[config.mk]
export PLATFORM = sky130hd
export DESIGN_NAME = led_pattern_ctrl
export DESIGN_NICKNAME = d
export VERILOG_FILES = /design/src/rtl/led_pkg.sv /design/src/rtl/led_step_timer.sv /design/src/rtl/led_pattern_ctrl.sv
export SDC_FILE = /design/constraint.sdc
export NUM_CORES = 1
export LEC_CHECK = 0
export ABC_AREA = 1
export ABC_CLOCK_PERIOD_IN_PS = 5500
export CAP_MARGIN = 20
export CORE_ASPECT_RATIO = 0.6
export CORE_MARGIN = 3
export CORE_UTILIZATION = 60
export DETAILED_ROUTE_END_ITERATION = 12
export PLACE_DENSITY = 0.79
export SETUP_SLACK_MARGIN = 0.15
export SYNTH_ARGS = -nofsm -noshare
export SYNTH_HDL_FRONTEND = slang
export SYNTH_SLANG_ARGS = --single-unit
[constraint.sdc]
create_clock -name clk -period 5.5 [get_ports clk]
set_clock_uncertainty 0.05 [all_clocks]
set_input_delay 1.1 -clock clk [delete_from_list [all_inputs] [get_ports clk]]
set_output_delay 1.1 -clock clk [all_outputs]
set_load 0.01 [all_outputs]
[src/rtl/led_pkg.sv]
// led_pkg: shared types and constants for the 12-LED pattern sequencer.
//   - LED bus width, speed index width and saturation limit
//   - pattern mode enum (cycle order ROT_L -> ROT_R -> PINGPONG -> BLINK)
//   - run/pause state enum and pingpong direction encoding
//   - seed patterns loaded on a mode change
//   - helper functions for the next mode in the cycle and its seed
package led_pkg;

  localparam int LED_W   = 12;
  localparam int SPEED_W = 3;

  localparam logic [SPEED_W-1:0] SPEED_MAX = 3'd7;
  localparam logic [SPEED_W-1:0] SPEED_MIN = 3'd0;

  localparam logic [LED_W-1:0] SEED_L  = 12'h001;
  localparam logic [LED_W-1:0] SEED_R  = 12'h800;
  localparam logic [LED_W-1:0] SEED_ON = 12'hFFF;

  localparam logic DIR_LEFT  = 1'b0;
  localparam logic DIR_RIGHT = 1'b1;

  typedef enum logic [1:0] {
    ROT_L    = 2'd0,
    ROT_R    = 2'd1,
    PINGPONG = 2'd2,
    BLINK    = 2'd3
  } mode_e;

  typedef enum logic {
    ST_RUN   = 1'b0,
    ST_PAUSE = 1'b1
  } run_state_e;

  // Next mode in the user-visible cycle order.
  function automatic mode_e mode_succ(input mode_e m);
    mode_e r;
    case (m)
      ROT_L:    r = ROT_R;
      ROT_R:    r = PINGPONG;
      PINGPONG: r = BLINK;
      BLINK:    r = ROT_L;
      default:  r = ROT_L;
    endcase
    return r;
  endfunction

  // Pattern shown immediately after entering a mode.
  function automatic logic [LED_W-1:0] mode_seed(input mode_e m);
    logic [LED_W-1:0] r;
    case (m)
      ROT_L:    r = SEED_L;
      ROT_R:    r = SEED_R;
      PINGPONG: r = SEED_L;
      BLINK:    r = SEED_ON;
      default:  r = SEED_L;
    endcase
    return r;
  endfunction

endpackage

[src/rtl/led_step_timer.sv]
// led_step_timer: step prescaler. Counts 0..P-1 with P = TIME_BASE*(speed+1)
// and flags the terminal count so the controller updates the pattern on the
// following edge.
// Ports:
//   clk   in   system clock
//   rst   in   asynchronous active-high reset
//   en    in   count enable (RUN state); the count holds while low
//   clr   in   synchronous clear of the count (mode or speed change)
//   speed in   speed index 0..7, selects the period
//   step  out  combinational terminal-count flag, only while en is high
module led_step_timer
  import led_pkg::*;
#(
  parameter int TIME_BASE = 5_000_000
) (
  input  logic               clk,
  input  logic               rst,
  input  logic               en,
  input  logic               clr,
  input  logic [SPEED_W-1:0] speed,
  output logic               step
);

  localparam int CNT_W = $clog2(TIME_BASE * 8);

  logic [CNT_W-1:0] count_r;
  logic [CNT_W-1:0] last_s;

  // Terminal count value for the selected speed.
  always_comb begin
    last_s = CNT_W'(TIME_BASE * (int'(speed) + 1) - 1);
  end

  assign step = en && (count_r == last_s);

  // Prescaler counter; clear has priority, the count holds while disabled.
  always_ff @(posedge clk or posedge rst) begin
    if (rst) begin
      count_r <= '0;
    end else if (clr) begin
      count_r <= '0;
    end else if (step) begin
      count_r <= '0;
    end else if (en) begin
      count_r <= count_r + CNT_W'(1);
    end else begin
      count_r <= count_r;
    end
  end

endmodule

[src/rtl/led_pattern_ctrl.sv]
// led_pattern_ctrl: pattern sequencer for the 12-LED bar. Owns the pattern
// mode, the speed index, the RUN/PAUSE state and the pattern register; the
// prescaler lives in led_step_timer.
// Configuration macro: LED_KEY_SYNC_EN -- when defined, each key input gets a
// 2-flop synchronizer and rising-edge detector (3-cycle key latency); when
// undefined, keys are synchronous single-cycle pulses acting on the next edge.
// Ports:
//   clk       in   system clock
//   rst       in   asynchronous active-high reset
//   mode_next in   pulse: advance to the next pattern mode
//   speed_up  in   pulse: speed index -1 (faster), saturates at 0
//   speed_dn  in   pulse: speed index +1 (slower), saturates at 7
//   pause_tgl in   pulse: toggle RUN/PAUSE
//   dout      out  LED drive, 1 = LED on
//   mode      out  current mode
//   speed     out  current speed index
//   paused    out  1 while in PAUSE
//   step      out  one-cycle pulse on each pattern update
module led_pattern_ctrl
  import led_pkg::*;
#(
  parameter int TIME_BASE  = 5_000_000,
  parameter int SPEED_INIT = 3
) (
  input  logic               clk,
  input  logic               rst,
  input  logic               mode_next,
  input  logic               speed_up,
  input  logic               speed_dn,
  input  logic               pause_tgl,
  output logic [LED_W-1:0]   dout,
  output logic [1:0]         mode,
  output logic [SPEED_W-1:0] speed,
  output logic               paused,
  output logic               step
);

  logic mode_key_s, up_key_s, dn_key_s, pause_key_s;

`ifdef LED_KEY_SYNC_EN
  logic [3:0] meta_r, sync_r, prev_r;

  // Key synchronizer chain plus previous-value stage for edge detection.
  always_ff @(posedge clk or posedge rst) begin
    if (rst) begin
      meta_r <= 4'b0000;
      sync_r <= 4'b0000;
      prev_r <= 4'b0000;
    end else begin
      meta_r <= {mode_next, speed_up, speed_dn, pause_tgl};
      sync_r <= meta_r;
      prev_r <= sync_r;
    end
  end

  assign {mode_key_s, up_key_s, dn_key_s, pause_key_s} = sync_r & ~prev_r;
`else
  assign {mode_key_s, up_key_s, dn_key_s, pause_key_s} =
         {mode_next, speed_up, speed_dn, pause_tgl};
`endif

  run_state_e         state_r, state_nxt_s;
  logic               run_s, paused_s;
  mode_e              mode_r, mode_nxt_s;
  logic [LED_W-1:0]   dout_r, dout_nxt_s, shifted_s;
  logic               dir_r, dir_nxt_s;
  logic [SPEED_W-1:0] speed_r, speed_nxt_s;
  logic               speed_chg_s;
  logic               step_r, step_nxt_s;
  logic               tc_s;

  // RUN/PAUSE state register.
  always_ff @(posedge clk or posedge rst) begin
    if (rst) begin
      state_r <= ST_RUN;
    end else begin
      state_r <= state_nxt_s;
    end
  end

  // RUN/PAUSE next-state logic.
  always_comb begin
    state_nxt_s = state_r;
    case (state_r)
      ST_RUN:   state_nxt_s = pause_key_s ? ST_PAUSE : ST_RUN;
      ST_PAUSE: state_nxt_s = pause_key_s ? ST_RUN : ST_PAUSE;
      default:  state_nxt_s = ST_RUN;
    endcase
  end

  // RUN/PAUSE state outputs.
  always_comb begin
    run_s    = 1'b1;
    paused_s = 1'b0;
    case (state_r)
      ST_RUN: begin
        run_s    = 1'b1;
        paused_s = 1'b0;
      end
      ST_PAUSE: begin
        run_s    = 1'b0;
        paused_s = 1'b1;
      end
      default: begin
        run_s    = 1'b1;
        paused_s = 1'b0;
      end
    endcase
  end

  // Speed index update; conflicting keys and saturated presses change nothing.
  always_comb begin
    speed_nxt_s = speed_r;
    speed_chg_s = 1'b0;
    if (up_key_s && !dn_key_s && (speed_r != SPEED_MIN)) begin
      speed_nxt_s = speed_r - 3'd1;
      speed_chg_s = 1'b1;
    end else if (dn_key_s && !up_key_s && (speed_r != SPEED_MAX)) begin
      speed_nxt_s = speed_r + 3'd1;
      speed_chg_s = 1'b1;
    end else begin
      speed_nxt_s = speed_r;
      speed_chg_s = 1'b0;
    end
  end

  led_step_timer #(
    .TIME_BASE(TIME_BASE)
  ) u_timer (
    .clk  (clk),
    .rst  (rst),
    .en   (run_s),
    .clr  (mode_key_s | speed_chg_s),
    .speed(speed_r),
    .step (tc_s)
  );

  // Pingpong single-bit shift in the current direction.
  always_comb begin
    if (dir_r == DIR_RIGHT) begin
      shifted_s = {1'b0, dout_r[LED_W-1:1]};
    end else begin
      shifted_s = {dout_r[LED_W-2:0], 1'b0};
    end
  end

  // Pattern/mode update. A mode change beats a coincident terminal count:
  // the seed loads and no step is issued.
  always_comb begin
    mode_nxt_s = mode_r;
    dout_nxt_s = dout_r;
    dir_nxt_s  = dir_r;
    step_nxt_s = 1'b0;
    if (mode_key_s) begin
      mode_nxt_s = mode_succ(mode_r);
      dout_nxt_s = mode_seed(mode_succ(mode_r));
      dir_nxt_s  = DIR_LEFT;
    end else if (tc_s) begin
      step_nxt_s = 1'b1;
      case (mode_r)
        ROT_L: dout_nxt_s = {dout_r[LED_W-2:0], dout_r[LED_W-1]};
        ROT_R: dout_nxt_s = {dout_r[0], dout_r[LED_W-1:1]};
        PINGPONG: begin
          dout_nxt_s = shifted_s;
          // Reverse on the step that lands on an end so no end value repeats.
          if (shifted_s == SEED_R) begin
            dir_nxt_s = DIR_RIGHT;
          end else if (shifted_s == SEED_L) begin
            dir_nxt_s = DIR_LEFT;
          end else begin
            dir_nxt_s = dir_r;
          end
        end
        BLINK:   dout_nxt_s = ~dout_r;
        default: dout_nxt_s = SEED_L;
      endcase
    end else begin
      step_nxt_s = 1'b0;
    end
  end

  // Pattern, mode, speed and step registers.
  always_ff @(posedge clk or posedge rst) begin
    if (rst) begin
      mode_r  <= ROT_L;
      dout_r  <= SEED_L;
      dir_r   <= DIR_LEFT;
      speed_r <= SPEED_W'(SPEED_INIT);
      step_r  <= 1'b0;
    end else begin
      mode_r  <= mode_nxt_s;
      dout_r  <= dout_nxt_s;
      dir_r   <= dir_nxt_s;
      speed_r <= speed_nxt_s;
      step_r  <= step_nxt_s;
    end
  end

  assign dout   = dout_r;
  assign mode   = mode_r;
  assign speed  = speed_r;
  assign paused = paused_s;
  assign step   = step_r;

endmodule
==> results of run 1 <==
## layer usage
layer  track usage [%]  up-vias  routed length, µm
met2              44.4      341               6320
met5                 0        -                  0
li1                  -     2758                  -
met1              48.8     2631               7230
met3              9.04       26               2030
met4              3.85        0                146
## area by class of cell
| type | count | area [µm²] |
|---|---|---|
| clock inverters | 3 | 43.8 |
| fillers | 703 | 2340 |
| flip-flops and latches | 46 | 1150 |
| well taps | 108 | 135 |
| multi-input cells | 670 | 3580 |
| clock buffers | 5 | 125 |
| inverters | 110 | 413 |
| repair buffers | 35 | 335 |
## timing repair
item,in CTS,in global routing
resized for setup,0,7
buffers inserted,0,4
setup endpoints to repair,0,36
## per-stage QoR
stage | hold WS (ns) | utilization (%) | setup slack (ns) | instance area, µm² | instances
after detailed placement | 0.445 | 67.8 | 0.292 | 5510 | 962
after floorplan | 0.416 | - | 1.20 | 5200 | 846
after global placement | 0.433 | 67.8 | 0.504 | 5510 | 962
after global routing | 0.491 | 71.2 | 0.151 | 5790 | 977
final | 0.464 | 71.2 | 0.451 | 5790 | 977
after CTS | 0.463 | 69.9 | 0.273 | 5680 | 970
## path summary, 6_finish.rpt
path,end,slack (ns)
worst max-delay path,u_timer.count_r[7]$_DFFE_PP0P_,0.45
min in group asynchronous,mode[1]$_DFFE_PP0P_,0.94
worst min register to register,u_timer.count_r[3]$_DFFE_PP0P_,0.46
worst min-delay path,u_timer.count_r[3]$_DFFE_PP0P_,0.46
max in group asynchronous,dout[0]$_DFFE_PP1P_,3.96
worst max register to register,u_timer.count_r[7]$_DFFE_PP0P_,0.45
## sequential cells by signal (all words and copies together) (netlist names)
register / count
state_r: 1
dout: 12
dir_r: 1
mode: 2
step: 1
u_timer.count_r: 26
speed: 3
## layout by cell type (no fill, tap or decap), drive strengths merged, types with 2 or more instances in the layout
cell / Yosys / final
inv: 109 / 110
clkdlybuf4s50: 0 / 24
clkbuf: 13 / 5
and2: 2 / 2
nand3b: 16 / 16
nand2: 288 / 288
o22ai: 10 / 10
xnor2: 9 / 9
o21ai: 49 / 49
nor3: 4 / 4
or2: 3 / 3
nand3: 103 / 103
ha: 31 / 31
buf: 9 / 11
nand4: 16 / 18
fa: 3 / 3
dfstp: 3 / 3
dfrtp: 43 / 43
xor2: 18 / 18
nor2: 96 / 96
a21oi: 11 / 11
o21bai: 3 / 3
clkinv: 1 / 2
## cell families after synthesis
group | count (synthesis)
buffers and inverters | 132
xor gates and xnor gates | 27
muxes | 1
DFF | 46
AOI/OAI and AO/OA | 77
adders and majority gates | 34
and+or+nand+nor | 529
## synth_stat cells, types with 2 or more instances
| library cell | n |
|---|---|
| inv_2 | 8 |
| buf_2 | 2 |
| xor2_1 | 18 |
| buf_4 | 4 |
| nand2_2 | 21 |
| buf_1 | 2 |
| dfstp_2 | 3 |
| and2_1 | 2 |
| nor2_2 | 6 |
| nor2_1 | 84 |
| o21bai_1 | 3 |
| ha_1 | 31 |
| or2_2 | 3 |
| o21ai_0 | 49 |
| xnor2_1 | 8 |
| nand3_1 | 98 |
| nor2_4 | 6 |
| nand3_2 | 5 |
| nand4_1 | 15 |
| a21oi_1 | 10 |
| nand2_4 | 2 |
| nand2_1 | 265 |
| clkbuf_1 | 13 |
| nand3b_1 | 16 |
| nor3_1 | 4 |
| fa_1 | 3 |
| o22ai_1 | 10 |
| inv_1 | 101 |
| dfrtp_1 | 43 |
## tightest hold or removal path, cell delays in order, from the launching register on
cell	delay (ns)
dfrtp_1	0.37
nand2_1	0.06
nand2_1	0.06
==> summary.txt, run 1 <==
Outcome
  • Status: completed

Clock tree
  • CTS tree: done
  • Cts bufs inserted: 5
  • CTS clock-pin slew for the worst setup and hold paths: approximately 0.070 ns
  • CTS max path bufs: 2
  • H-tree levels: 2
  • Clock Root Buffer: clkbuf_16
  • Worst-skew pair later-pin latency: between 0.2 and 0.3 ns
  • # hold bufs at CTS: 0
  • # clock sinks: 46

Critical path
  • Crit path max-delay family: simple AND/OR/NAND/NOR gates
  • Reg-to-Reg Start: speed[1]$_DFFE_PP1P_
  • Most used cell, CP: ha_1
  • Slowest cell on the critical path: fa_1
  • Crit path kind: reg2reg
  • R2R cell count: 23
  • Required time of the critical path: roughly 5.6 ns
  • Startpoint Class: flop
  • Worst Setup End Kind: flop
  • CP arrival: ~5.2 ns
  • WP buf/inv: 4
  • CP startpoint: speed[1]$_DFFE_PP1P_
  • Crit Path Max Fanout: 10
  • Critical path depth: 23
  • Crit-path max cell delay: ~0.65 ns
  • Crit path cell chain: ha_1 > ha_1 > buf_4 > ha_1 > ha_1 > inv_1 > fa_1 > inv_2 > nor2_2 > nand2_1 > nor2_2 > nand3_2 > nor2_4 > nand3_2 > nor2_2 > nand3_1 > nand3_1 > nand2_1 > nor2_4 > nand4_4 > buf_4 > nand3b_1 > nand2_1

Synth
  • Synth area leader: dfrtp_1
  • Post-synth top area share: about a fifth
  • Syn avg cell area: around 6.2 µm²
  • Mux contribution to synthesized area: less than 1%
  • Seq/Total Area, Yosys: between 20% and 30%
  • Top cells by area, synth: dfrtp_1 (21%), nand2_1 (19%), nand3_1 (9.4%), ha_1 (7.5%), inv_1 (7.3%)
  • Post-synth top flop: dfrtp_1
  • Synth Area in Simple Gates: approximately 46%
  • Cells after Synth: about 850
  • Syn nets: a little under 900
  • Synth unique cells: 40
  • Synth Area in XOR/XNOR: 4.69%
  • Adder-Cell Fraction of Synth Area: around 8.6%
  • Yosys warns: 0
  • Synth Area in Compound Gates: under 10%
  • Post-synth EDFFs: 0
  • Post-synth ARST share: 100%
  • Netlist Area Pre-Place: 5200 µm²
  • Yosys reg bits: 46
  • Largest family of logic cells by synthesized area: simple AND/OR/NAND/NOR gates

Detailed routing
  • Number of remaining DRC errors: 0
  • Via/cell ratio: between 5 and 6
  • DR vias: between 5000 and 6000
  • Routed WL: roughly 16 mm
  • Drt first pass iters: 5
  • Initial DRC Count: 744
  • Routed len/inst: ~16 µm
  • Detail Route Antenna Nets: 0

Timing
  • Final Hold Viols: 0
  • Fmax: 198 MHz
  • Worst Tran Pin Value: between 0.8 and 0.9 ns
  • Slew Limit Fails: 0
  • Relative slew slack: a little over two fifths
  • RSZ-0062 raised after global routing: false
  • Setup-failing EPs final: 0
  • Final period utilization: approximately 92%
  • Minimum clock period: 5.05 ns
  • Setup TNS: 0 ns

Placed design
  • DPL Wire Length: 12.0 mm
  • GPL Wtd Cong: roughly 1.1
  • Port-buffer cells: 24

Finish
  • Layout area overhead: 11.3%
  • Layout cells sized above 1: roughly a tenth
  • Number of diodes: 0
  • Final Net Count: 908

Floorplanning
  • IO Count: 25
  • Die width: ~130 µm
  • Starting density of the core: a little under two thirds
  • Die area: ~9900 µm²
  • Row count: 25
  • CORE AREA: between 8000 and 9000 µm²
  • Die Y: between 70 and 80 µm

Job
  • Max cap viols: 0

Global routing
  • Number of global-route vias before repair: 5197
  • Aggregate global routing overflow: 0
  • Gr usage total: 31.5%
  • Initial antenna violation count: 0
  • Pin count of the biggest net entering global routing: 47
  • First-pass GRT wire length: about 26 mm

Min path
  • Hold_sp: u_timer.count_r[3]$_DFFE_PP0P_
  • Worst Hold Class: reg2reg
  • Worst hold path depth: 2
Power of run 1 is not shown: default switching activity piles up to over one toggle a cycle in this logic, so the estimate is an artifact.
==> run 2, diff against run 1 <==
--- a/config.mk
+++ b/config.mk
@@ -6,13 +6,13 @@
 export NUM_CORES = 1
 export LEC_CHECK = 0
 export ABC_AREA = 1
-export ABC_CLOCK_PERIOD_IN_PS = 5500
+export ABC_CLOCK_PERIOD_IN_PS = 4300
 export CAP_MARGIN = 20
 export CORE_ASPECT_RATIO = 0.6
 export CORE_MARGIN = 3
-export CORE_UTILIZATION = 60
+export CORE_UTILIZATION = 56
 export DETAILED_ROUTE_END_ITERATION = 12
-export PLACE_DENSITY = 0.79
+export PLACE_DENSITY = 0.78
 export SETUP_SLACK_MARGIN = 0.15
 export SYNTH_ARGS = -nofsm -noshare
 export SYNTH_HDL_FRONTEND = slang
==> constraint.sdc (replaced) <==
create_clock -name clk -period 4.3 [get_ports clk]
set_clock_uncertainty 0.05 [all_clocks]
set_input_delay 0.86 -clock clk [delete_from_list [all_inputs] [get_ports clk]]
set_output_delay 0.86 -clock clk [all_outputs]
set_load 0.01 [all_outputs]
==> summary.txt, run 2 (synthesized netlist as in run 1, its figures left out) <==
Timing
  • RSZ-0062 raised after global routing: true
  • Relative slew slack: 34.9%
  • Minimum clock period: 4.31 ns
  • Final period utilization: 100%
  • Slew Limit Fails: 0
  • Final WS setup: -0.00509 ns
  • Worst hold slack: between 0.4 and 0.5 ns
  • Fmax: roughly 230 MHz
  • Final Hold Viols: 0
  • Setup-failing EPs final: 3
  • Setup TNS: -0.00889 ns
  • Worst Tran Pin Value: 0.976 ns

Floorplanning
  • Die area: 10500 µm²
  • Die width: around 130 µm
  • CORE AREA: just under 9000 µm²
  • Starting density of the core: between 50% and 60%
  • Row count: 26
  • IO Count: 25
  • Die Y: between 80 and 90 µm

Critical path
  • Startpoint Class: flop
  • Crit Path Max Fanout: 5
  • R2R cell count: 23
  • Required time of the critical path: between 4 and 5 ns
  • R2R Setup Slk: -0.005 ns
  • Crit path kind: reg2reg
  • CP arrival: roughly 4.5 ns
  • Worst Setup End Kind: flop

Placed design
  • Placed Cells incl. Taps: between 900 and 1000
  • GPL Wtd Cong: between 1 and 1.5
  • Placement Setup Slack: -0.165 ns
  • Port-buffer cells: 24
  • DPL Wire Length: between 10 and 15 mm

Clock tree
  • Cts bufs inserted: 5
  • CTS clock-pin slew for the worst setup and hold paths: approximately 0.070 ns
  • H-tree levels: 2
  • CTS tree: done
  • Clock Root Buffer: clkbuf_16
  • CTS max path bufs: 2
  • # clock sinks: between 40 and 50
  • Worst-skew pair later-pin latency: 0.29 ns

Global routing
  • Gr usage total: 30.9%
  • Number of global-route vias before repair: 5354
  • Pin count of the biggest net entering global routing: 47
  • First-pass GRT wire length: about 26 mm
  • Initial antenna violation count: 0
  • Aggregate global routing overflow: 0

Finish
  • Layout area overhead: 25.2%
  • Largest register by flop count: u_timer.count_r
  • Layout cells sized above 1: a little over a fifth
  • Number of diodes: 0
  • Final Net Count: approximately 940
  • Commonest non-fill, non-tap cells in the layout: nand2_1 (243), inv_1 (98), nand3_1 (75)
  • Max FFs per register: 26
  • FILL cells: between 700 and 800
  • Commonest non-fill, non-tap cell in the layout: nand2_1
  • Non-Filler Instances: ~1000

Detailed routing
  • Detail Route Antenna Nets: 0
  • Drt first pass iters: 7
  • Via/cell ratio: a little under 6
  • DR vias: 5863
  • Number of remaining DRC errors: 0
  • Routed WL: approximately 16 mm
  • Initial DRC Count: a little over 700
  • Routed len/inst: 15.7 µm

Outcome
  • Status: finished, violations left
  • Violated checks: negative setup slack

Min path
  • Worst Hold Class: reg2reg
  • Worst hold path depth: 2

Job
  • Max cap viols: 0
[run 2: cell types whose count changed in the layout (fill, tap and decap cells not counted), moves of 3 or more]
cell     change
buf_4       +25
nand3_1     -22
nand2_1     -20
nand2_2     +19
nand3_2     +19
nor2_1      -14
ha_1        -11
ha_4         +9
nor2_2       +9
buf_6        +8
nor2_4       +5
nand3_4      +3
[run 2: per-stage QoR]
| step | util (%) | instance area [µm²] |
|---|---|---|
| finish | 74.2 | 6520 |
| global route | 74.2 | 6520 |
| CTS | 71.6 | 6280 |
| detailed placement | 64.9 | 5700 |
| global placement | 64.9 | 5700 |
| floorplan | - | 5240 |
[run 2: critical path, stage by stage, from the launching register on]
cell and delay (ns):
dfstp_2 0.59, ha_4 0.16, ha_4 0.23, ha_4 0.27, ha_4 0.26, inv_1 0.05
fa_2 0.59, inv_2 0.05, nor2_4 0.15, nand2_2 0.08, nor2_4 0.15, nand3_4 0.10
nor2_4 0.18, nand3_4 0.11, nor2_4 0.16, nand3_4 0.11, nor2_4 0.11, nand2_2 0.06
nand2_2 0.10, nand4_4 0.16, buf_12 0.18, clkbuf_16 0.15, nand3b_1 0.07, nand2_1 0.05
[run 2: cell type report]
class | instances | area, µm² | share of cell area [%]
sequential | 46 | 1150 | 17.7
inverter | 110 | 418 | 6.41
tap | 112 | 140 | 2.15
clock buffer | 5 | 125 | 1.92
clock inverter | 3 | 43.8 | 0.672
timing repair buffer | 72 | 706 | 10.8
multi-input combinational | 668 | 3930 | 60.3
[run 2: path summary, 6_finish.rpt]
| check | to | from |
|---|---|---|
| max in group asynchronous | u_timer.count_r[20]$_DFFE_PP0P_ | rst |
| worst max-delay path | u_timer.count_r[17]$_DFFE_PP0P_ | speed[1]$_DFFE_PP1P_ |
| worst min register to register | u_timer.count_r[3]$_DFFE_PP0P_ | u_timer.count_r[3]$_DFFE_PP0P_ |
| worst max register to register | u_timer.count_r[17]$_DFFE_PP0P_ | speed[1]$_DFFE_PP1P_ |
| worst min-delay path | u_timer.count_r[3]$_DFFE_PP0P_ | u_timer.count_r[3]$_DFFE_PP0P_ |
| min in group asynchronous | u_timer.count_r[6]$_DFFE_PP0P_ | rst |
[run 2: timing repair]
item | CTS | global route
gates cloned | 1 | 1
endpoints found under the setup margin | 38 | 38
gates resized for setup | 54 | 41
buffers inserted | 15 | 7
hold buffers | 0 | 0
pin swaps | 26 | 41
[run 2: layer usage]
metal	vias up	wire length (µm)	global-route usage [%]
li1	2825	-	-
met1	2740	7570	46.3
met2	271	6760	46.2
met3	27	1460	6.84
met4	0	146	4.52
met5	-	0	0
Power of run 2 is left out for the same reason.
==> run 3, diff against run 2 <==
--- a/config.mk
+++ b/config.mk
@@ -9,7 +9,6 @@
 export ABC_CLOCK_PERIOD_IN_PS = 4300
 export CAP_MARGIN = 20
 export CORE_ASPECT_RATIO = 0.6
-export CORE_MARGIN = 3
 export CORE_UTILIZATION = 56
 export DETAILED_ROUTE_END_ITERATION = 12
 export PLACE_DENSITY = 0.78
==> summary.txt, run 3 (synthesized netlist as in run 1, its figures left out) <==
Outcome
  • Status: finished, violations left
  • Violated checks: negative setup slack

Timing
  • Worst Tran Pin Value: ~1.1 ns
  • RSZ-0062 raised after global routing: true
  • Minimum clock period: around 4.4 ns
  • Fmax: ~230 MHz
  • Final WS setup: -0.0592 ns
  • Worst hold slack: around 0.46 ns
  • Slew Limit Fails: 0
  • Final period utilization: 101%
  • Setup-failing EPs final: 28
  • Final Hold Viols: 0
  • Relative slew slack: roughly a quarter

Placed design
  • DPL Wire Length: 12.5 mm
  • Placed Cells incl. Taps: 993
  • Port-buffer cells: 24
  • GPL Wtd Cong: 0.972

Min path
  • Worst Hold Class: reg2reg

Detailed routing
  • Routed len/inst: ~17 µm
  • Initial DRC Count: between 800 and 900
  • Routed WL: approximately 18 mm
  • Via/cell ratio: 5.94
  • DR vias: between 6000 and 7000
  • Number of remaining DRC errors: 0
  • Detail Route Antenna Nets: 0
  • Drt first pass iters: 6

Critical path
  • Worst Setup End Kind: flop
  • CP arrival: 4.49 ns
  • Crit path kind: reg2reg
  • Crit path max-delay family: simple AND/OR/NAND/NOR gates
  • WP buf/inv: 5
  • Required time of the critical path: between 4 and 5 ns
  • Crit-path max cell delay: ~0.6 ns
  • Most used cell, CP: nand2_1
  • Startpoint Class: flop
  • Slowest cell on the critical path: dfstp_2
  • R2R Setup Slk: -0.06 ns
  • Crit Path Max Fanout: 6
  • Crit path cell chain: ha_4 > ha_4 > ha_4 > fa_2 > ha_4 > inv_2 > nand2_1 > nand3_1 > nand2_1 > nand2_1 > nand2_4 > nand2_2 > buf_4 > nand3_1 > nand2_2 > nand2_1 > inv_1 > nand3_2 > nor2_4 > nand4_4 > buf_6 > clkbuf_16 > nand3_2 > nand2_1

Clock tree
  • # clock sinks: 46
  • CTS max path bufs: 2
  • Clock Root Buffer: clkbuf_16
  • CTS tree: done
  • H-tree levels: 2
  • Worst-skew pair later-pin latency: between 0.2 and 0.3 ns
  • CTS clock-pin slew for the worst setup and hold paths: roughly 0.070 ns
  • Cts bufs inserted: 5
  • # hold bufs at CTS: 0

Global routing
  • Aggregate global routing overflow: 0
  • Number of global-route vias before repair: between 5000 and 6000
  • Gr usage total: between 30% and 40%
  • First-pass GRT wire length: between 20 and 30 mm
  • Initial antenna violation count: 0
  • Pin count of the biggest net entering global routing: 47

Floorplanning
  • Starting density of the core: between 50% and 60%
  • Row count: 26
  • CORE AREA: 8750 µm²
  • Die Y: between 70 and 80 µm
  • IO Count: 25
  • Die area: just under 10000 µm²
  • Die width: approximately 130 µm

Finish
  • Commonest non-fill, non-tap cells in the layout: nand2_1 (244), inv_1 (96), nand3_1 (76)
  • Non-Filler Instances: a little over 1000
  • FILL cells: between 600 and 700
  • Layout area overhead: 28.9%
  • Layout cells sized above 1: 21.8%
  • Final Net Count: roughly 960
  • Largest register by flop count: u_timer.count_r
  • Max FFs per register: 26
  • Commonest non-fill, non-tap cell in the layout: nand2_1
  • Number of diodes: 0
  • Final Util: approximately three quarters

Job
  • Max cap viols: 0
## run 3: through the flow
step	cell area (µm²)	setup WS [ns]	setup TNS [ns]
finish	6710	-0.0592	-0.819
global route	6710	-0.188	-5.26
CTS	6440	0.0795	0
detailed placement	5770	-0.222	-4.68
global placement	5770	-0.0459	-0.200
floorplan	5240	0.171	0
## run 3: worst paths after layout
path / start / end / cells past startpoint
worst max-delay path: speed[1]$_DFFE_PP1P_ / dout[3]$_DFFE_PP0P_ / 24
worst min-delay path: dout[0]$_DFFE_PP1P_ / dout[0]$_DFFE_PP1P_ / 2
worst max register to register: speed[1]$_DFFE_PP1P_ / dout[3]$_DFFE_PP0P_ / 24
worst min register to register: dout[0]$_DFFE_PP1P_ / dout[0]$_DFFE_PP1P_ / 2
max in group asynchronous: rst / dout[0]$_DFFE_PP1P_ / 3
min in group asynchronous: rst / step$_DFF_PP0_ / 2
## run 3: layout make-up
cell class	instances	area [µm²]	share of cell area [%]
Clock buffer	6	139	2.07
Clock inverter	2	12.5	0.187
Inverter	110	420	6.27
Multi-Input combinational cell	669	4000	59.6
Sequential cell	46	1150	17.2
Tap cell	112	140	2.09
Timing Repair Buffer	84	841	12.5
## run 3: what timing repair did
item / 4_1_cts / 5_1_grt
buffers inserted: 20 / 3
resized for setup: 60 / 48
endpoints found under the setup margin: 38 / 38
gates cloned: 2 / 2
pin swaps: 41 / 30
## run 3: worst register-to-register path: cells and delay by family, from the launching register on
kind          cells  cell delay (ns)
buf+inv           5             0.61
simple gates     14             1.51
flops             1             0.60
fa+ha+maj         5             1.46
## run 3: per-layer routing
metal,global-route usage [%],up-vias,share of wire [%]
met2,56.1,402,42
met1,53.8,2818,45
met3,8.79,42,12
met5,0,-,0
met4,5.78,0,1.4
li1,-,2851,-
Power of run 3 is left out for the same reason.
